===== config.mk =====
export PLATFORM = sky130hd
export DESIGN_NAME = debounced_edge_latch
export DESIGN_NICKNAME = d
export VERILOG_FILES = /design/src/rtl/edge_pkg.sv /design/src/rtl/edge_channel.sv /design/src/rtl/debounced_edge_latch.sv
export SDC_FILE = /design/constraint.sdc
export NUM_CORES = 1
export LEC_CHECK = 0
export ABC_AREA = 1
export CAP_MARGIN = 0
export CORE_MARGIN = 4
export CORE_UTILIZATION = 45
export CTS_BUF_LIST = sky130_fd_sc_hd__clkbuf_8
export CTS_CLUSTER_DIAMETER = 80
export DETAILED_ROUTE_END_ITERATION = 16
export GPL_TIMING_DRIVEN = 0
export PLACE_DENSITY = 0.86
export SKIP_LAST_GASP = 1
export SLEW_MARGIN = 20
export SYNTH_ARGS = -nofsm -noshare
export SYNTH_HDL_FRONTEND = slang
export SYNTH_SLANG_ARGS = --single-unit

===== constraint.sdc =====
create_clock -name clk -period 1.3 [get_ports clk]
set_input_delay 0.26 -clock clk [delete_from_list [all_inputs] [get_ports clk]]
set_output_delay 0.26 -clock clk [all_outputs]
set_load 0.005 [all_outputs]

===== src/rtl/edge_pkg.sv =====
// rtl/edge_pkg.sv - shared mode encodings, default counter width and edge qualification helper
package edge_pkg;

  typedef enum logic [1:0] {
    MODE_RISE = 2'b00,
    MODE_FALL = 2'b01,
    MODE_BOTH = 2'b10,
    MODE_OFF  = 2'b11
  } edge_mode_e;

  localparam int CNT_W_DEFAULT = 8;

  function automatic logic edge_qualifies(input logic [1:0] mode, input logic rising);
    logic w_ok;
    w_ok = 1'b0;
    case (edge_mode_e'(mode))
      MODE_RISE: w_ok = rising;
      MODE_FALL: w_ok = ~rising;
      MODE_BOTH: w_ok = 1'b1;
      default:   w_ok = 1'b0;
    endcase
    return w_ok;
  endfunction

endpackage


===== src/rtl/edge_channel.sv =====
// rtl/edge_channel.sv - one channel: synchroniser, debounce, pulse, sticky flag, optional event count
// Optional event counter enabled by DEBOUNCED_EDGE_LATCH_COUNT_EN.
module edge_channel
  import edge_pkg::*;
#(
  parameter int SYNC_STAGES     = 2,
  parameter int DEBOUNCE_CYCLES = 16,
  parameter int CNT_W           = CNT_W_DEFAULT
) (
  input  logic             clk,
  input  logic             reset,
  input  logic             i_detect,
  input  logic [1:0]       i_mode,
  input  logic             i_clear,
  output logic             o_stable,
  output logic             o_pulse,
  output logic             o_flag,
  output logic             o_flag_nxt,
  output logic [CNT_W-1:0] o_count
);

  localparam int DB_W = $clog2(DEBOUNCE_CYCLES + 1);
  localparam logic [DB_W-1:0] DB_LAST = DB_W'(DEBOUNCE_CYCLES);

  logic [SYNC_STAGES-1:0] r_sync;
  logic                   r_stable;
  logic [DB_W-1:0]        r_db_cnt;
  logic                   r_pulse;
  logic                   r_flag;

  logic            w_synced;
  logic [DB_W-1:0] w_db_inc;
  logic            w_toggle;
  logic            w_set;
  logic            w_flag_nxt;

  assign w_synced   = r_sync[SYNC_STAGES-1];
  assign w_db_inc   = r_db_cnt + DB_W'(1);
  assign w_toggle   = (w_synced != r_stable) && (w_db_inc == DB_LAST);
  // Direction is judged from the level being left: stable low now means a rising edge.
  assign w_set      = w_toggle && edge_qualifies(i_mode, ~r_stable);
  assign w_flag_nxt = w_set | (r_flag & ~i_clear);

  always_ff @(posedge clk) begin
    if (reset) begin
      r_sync   <= '0;
      r_stable <= 1'b0;
      r_db_cnt <= '0;
      r_pulse  <= 1'b0;
      r_flag   <= 1'b0;
    end else begin
      r_sync <= {r_sync[SYNC_STAGES-2:0], i_detect};
      if (w_synced == r_stable) begin
        r_db_cnt <= '0;
      end else if (w_toggle) begin
        r_db_cnt <= '0;
        r_stable <= ~r_stable;
      end else begin
        r_db_cnt <= w_db_inc;
      end
      r_pulse <= w_set;
      r_flag  <= w_flag_nxt;
    end
  end

`ifdef DEBOUNCED_EDGE_LATCH_COUNT_EN
  logic [CNT_W-1:0] r_count;
  logic [CNT_W-1:0] w_cnt_base;

  // Clear zeroes first, so a coincident event leaves the count at one.
  assign w_cnt_base = i_clear ? '0 : r_count;

  always_ff @(posedge clk) begin
    if (reset) begin
      r_count <= '0;
    end else if (w_set && (w_cnt_base != {CNT_W{1'b1}})) begin
      r_count <= w_cnt_base + CNT_W'(1);
    end else begin
      r_count <= w_cnt_base;
    end
  end

  assign o_count = r_count;
`else
  assign o_count = '0;
`endif

  assign o_stable   = r_stable;
  assign o_pulse    = r_pulse;
  assign o_flag     = r_flag;
  assign o_flag_nxt = w_flag_nxt;

endmodule


===== src/rtl/debounced_edge_latch.sv =====
// rtl/debounced_edge_latch.sv - N_CH debounced edge detectors with sticky flags and registered any_flag
// Per-channel event counters enabled by DEBOUNCED_EDGE_LATCH_COUNT_EN.
module debounced_edge_latch
  import edge_pkg::*;
#(
  parameter int N_CH            = 4,
  parameter int SYNC_STAGES     = 2,
  parameter int DEBOUNCE_CYCLES = 16,
  parameter int CNT_W           = CNT_W_DEFAULT
) (
  input  logic                  clk,
  input  logic                  reset,
  input  logic [N_CH-1:0]       detect,
  input  logic [1:0]            mode,
  input  logic [N_CH-1:0]       clear,
  output logic [N_CH-1:0]       stable,
  output logic [N_CH-1:0]       pulse,
  output logic [N_CH-1:0]       flag,
  output logic                  any_flag,
  output logic [N_CH*CNT_W-1:0] count
);

  logic [N_CH-1:0] w_flag_nxt;
  logic            r_any_flag;

  for (genvar g = 0; g < N_CH; g++) begin : g_ch
    edge_channel #(
      .SYNC_STAGES    (SYNC_STAGES),
      .DEBOUNCE_CYCLES(DEBOUNCE_CYCLES),
      .CNT_W          (CNT_W)
    ) u_ch (
      .clk       (clk),
      .reset     (reset),
      .i_detect  (detect[g]),
      .i_mode    (mode),
      .i_clear   (clear[g]),
      .o_stable  (stable[g]),
      .o_pulse   (pulse[g]),
      .o_flag    (flag[g]),
      .o_flag_nxt(w_flag_nxt[g]),
      .o_count   (count[g*CNT_W +: CNT_W])
    );
  end

  // Built from next-state flags so any_flag lines up with flag.
  always_ff @(posedge clk) begin
    if (reset) begin
      r_any_flag <= 1'b0;
    end else begin
      r_any_flag <= |w_flag_nxt;
    end
  end

  assign any_flag = r_any_flag;

endmodule


==> flow_metrics.env <==
export IMPL_outcome="finished, violations left"
export IMPL_violations="setup timing"
export IMPL_start_util_pct=46.3
export IMPL_viasPerCell=4.55
export IMPL_cp_data_arrival_time_ps=1710
export IMPL_period_share_pct=114
export IMPL_routedWlPerCell_um=11.9
export IMPL_combinationalPowerShare_pct=9.4
export IMPL_fin_area_sq_mm=0.00306
export IMPL_io_pins=57
export IMPL_fin_crit_ps=1480
export IMPL_synth_seq_cells=41
export IMPL_synth_distinct_cells=27
export IMPL_finalSetupViolations=17
export IMPL_ys_warn_count=0
export IMPL_drtAntennaViolNets=0
export IMPL_drc=0
export IMPL_startpoint_type="input port"
export IMPL_clock_skew_ps=4.13
export IMPL_place_gp_congestion=0.791
export IMPL_port_buffers=24
export IMPL_crit_path_top_delay_cell="clkdlybuf4s50_1"
export IMPL_clk_pin_slew_ps=80
export IMPL_wl_mm=4.89
export IMPL_p_clk_share_pct=37.7
export IMPL_area_growth_pct=41.1
export IMPL_max_clock_freq_ghz=0.677
export IMPL_whs_endpoint="g_ch[1].u_ch.r_sync[1]"
export IMPL_die_area_sq_mm=0.00600
export IMPL_utilization_pct=65.3
export IMPL_hold_ws_ps=411
export IMPL_antenna_found_initial=0
export IMPL_cp_common_cell="nand2_1"
export IMPL_fp_dieW_um=77.5
export IMPL_finalNetCount=375
export IMPL_criticalPathCategory="input port to register"
export IMPL_required_ps=1530
export IMPL_ff2ff_path_depth=7
export IMPL_grtUsageTotal_pct=15.5
export IMPL_hold_path_class="register to register"
export IMPL_instances_no_fill=410
export IMPL_peakVddDrop_mv=0.721
export IMPL_critPathTopFamily="buffers and inverters"
export IMPL_cellPowerDensity_mw_per_mm2=784
export IMPL_r2r_start="g_ch[1].u_ch.r_db_cnt[1]"
export IMPL_syn_inst=279
export IMPL_final_cell_mix="55 x buf_4, 36 x inv_1, 32 x conb_1"
export IMPL_reg2reg_to="any_flag"
export IMPL_crit_path_cell_trace="clkdlybuf4s50_1 > inv_2 > nand2_1 > xor2_1 > nand4_1 > nand2_1 > nor2_2 > a21oi_2"
export IMPL_power_leakage_nw=1.55
export IMPL_placed_cells=388
export IMPL_power_mw=2.40
export IMPL_clk_path_buf_depth=2
export IMPL_holdPathStages=2
export IMPL_cp_max_fo=4
export IMPL_post_dp_cell_area_sq_mm=0.00260
export IMPL_cts_max_level=2
export IMPL_slew_violations=0
export IMPL_clock_latency_ps=300
export IMPL_num_vias=1867
export IMPL_rows=25
export IMPL_crit_buf_inv=2
export IMPL_drive_gt1_share_pct=40.4
export IMPL_syn_avg_cell_area_sq_um=7.79
export IMPL_switching_share_pct=22.6
export IMPL_core_area_sq_mm=0.00469
export IMPL_grt_max_degree=13
export IMPL_power_frac_seq_pct=52.9
export IMPL_place_hpwl_mm=3.01
export IMPL_worst_slack_ps=-176
export IMPL_power_switching_mw=0.543
export IMPL_initialDrtViolationCount=74
export IMPL_min_from="g_ch[1].u_ch.r_sync[0]"
export IMPL_netlist_area_sq_mm=0.00217
export IMPL_ys_seq_area_share_pct=37.8
export IMPL_layout_commonest_cell="buf_4"
export IMPL_rsz0062_at_grt="yes"
export IMPL_cts_tree="done"
export IMPL_endpoint_kind="register"
export IMPL_cts_num_sinks=41
export IMPL_critPathMaxStageDelay_ps=560
export IMPL_dr_pass1_iters=4
export IMPL_finalHoldViolCount=0
export IMPL_n_antenna_cell=0
export IMPL_grt_pass1_vias=1755
export IMPL_die_h_um=77.5
export IMPL_gr_total_overflow=0
export IMPL_cts_buffers=5
export IMPL_grt_pass1_wl_mm=7.40
export IMPL_maxCapViolCount=0
export IMPL_cellInternalPower_mw=1.86
export IMPL_regToRegSetupSlack_ps=-150
export IMPL_cts_root_buf="clkbuf_8"
## per-stage QoR
step / setup WS (ps) / TNS [ps]
5_1_grt: -256 / -2200
2_1_floorplan: 0.109 / 0
6_report: -176 / -993
3_3_place_gp: -362 / -4530
4_1_cts: -192 / -278
3_5_place_dp: -372 / -5190
## area by class of cell
cell class | instances | area, sq um
Fill cell | 379 | 1630
Multi-Input combinational cell | 178 | 1170
Sequential cell | 41 | 857
Timing Repair Buffer | 38 | 352
Buffer | 46 | 340
Inverter | 45 | 173
Clock buffer | 7 | 96.3
Tap cell | 54 | 67.6
Clock inverter | 1 | 5.00
## sequential cells by signal, indices dropped and copies added, names as in the netlist
| signal | count |
|---|---|
| g_ch.u_ch.o_flag | 4 |
| g_ch.u_ch.r_db_cnt | 20 |
| g_ch.u_ch.o_pulse | 4 |
| any_flag | 1 |
| g_ch.u_ch.r_sync | 8 |
| g_ch.u_ch.o_stable | 4 |
## kinds of logic (layout without fill, tap and decap cells)
| family | after synthesis | in the layout | share of synthesized area (%) |
|---|---|---|---|
| and+or+nand+nor | 121 | 121 | 29.0 |
| buffers and inverters | 91 | 137 | 23.4 |
| DFF | 41 | 41 | 37.8 |
| AOI/OAI and AO/OA | 13 | 13 | 3.40 |
| adders and majority gates | 8 | 8 | 4.61 |
| xor gates and xnor gates | 4 | 4 | 1.61 |
| other | 1 | 32 | 0.173 |
## cells in the mapped netlist, drive strengths merged
| cell | number | area share (%) |
|---|---|---|
| buf | 46 | 16 |
| inv | 44 | 7.6 |
| nand2 | 43 | 7.9 |
| dfxtp | 41 | 38 |
| nor2 | 33 | 6.7 |
| nand3 | 26 | 8.6 |
| nand4 | 13 | 4.0 |
| a21oi | 9 | 2.2 |
| ha | 8 | 4.6 |
| and2 | 5 | 1.4 |
| xor2 | 4 | 1.6 |
| o21a | 2 | 0.69 |
| o21ai | 2 | 0.46 |
| clkinv | 1 | 0.17 |
| conb | 1 | 0.17 |
| nor2b | 1 | 0.29 |
## power by group through the flow
stage	clock (mW)	combinational (mW)	sequential (mW)
final	0.907	0.225	1.27
after global routing	0.983	0.252	1.27
after CTS	0.924	0.209	1.27
after detailed placement	0	0.198	1.31
after global placement	0	0.194	1.31
after floorplan	0	0.146	1.31
## routing by layer
layer	vias to the layer above	GRT usage, %	share of wire [%]
met4	0	8.54	4.3
met2	64	27.2	53
met1	846	16.5	37
met5	-	0	0
li1	937	-	-
met3	20	4.64	5.8
## worst min-delay path, stage by stage (launching register included)
cell and delay [ps]:
dfxtp_1 310, inv_1 40, nor2_1 30
## worst max-delay path by stage
| stage | to | cells after the start | startpoint |
|---|---|---|---|
| after detailed placement | g_ch[2].u_ch.r_sync[0] | 4 | reset |
| after floorplan | any_flag | 9 | g_ch[3].u_ch.r_db_cnt[0] |
| final | any_flag | 8 | mode[1] |
| after global placement | any_flag | 8 | mode[0] |
| after CTS | stable[0] | 2 | g_ch[0].u_ch.o_stable |
| after global routing | any_flag | 8 | mode[1] |
## what timing repair did
action,CTS,global route
gates resized for setup,53,32
endpoints found under the setup margin,44,29
pin swaps,5,9
buffers inserted,9,6
hold buffers,0,0
endpoints found under the hold margin,0,0
Note: power is estimated with default switching activity, not from simulation.
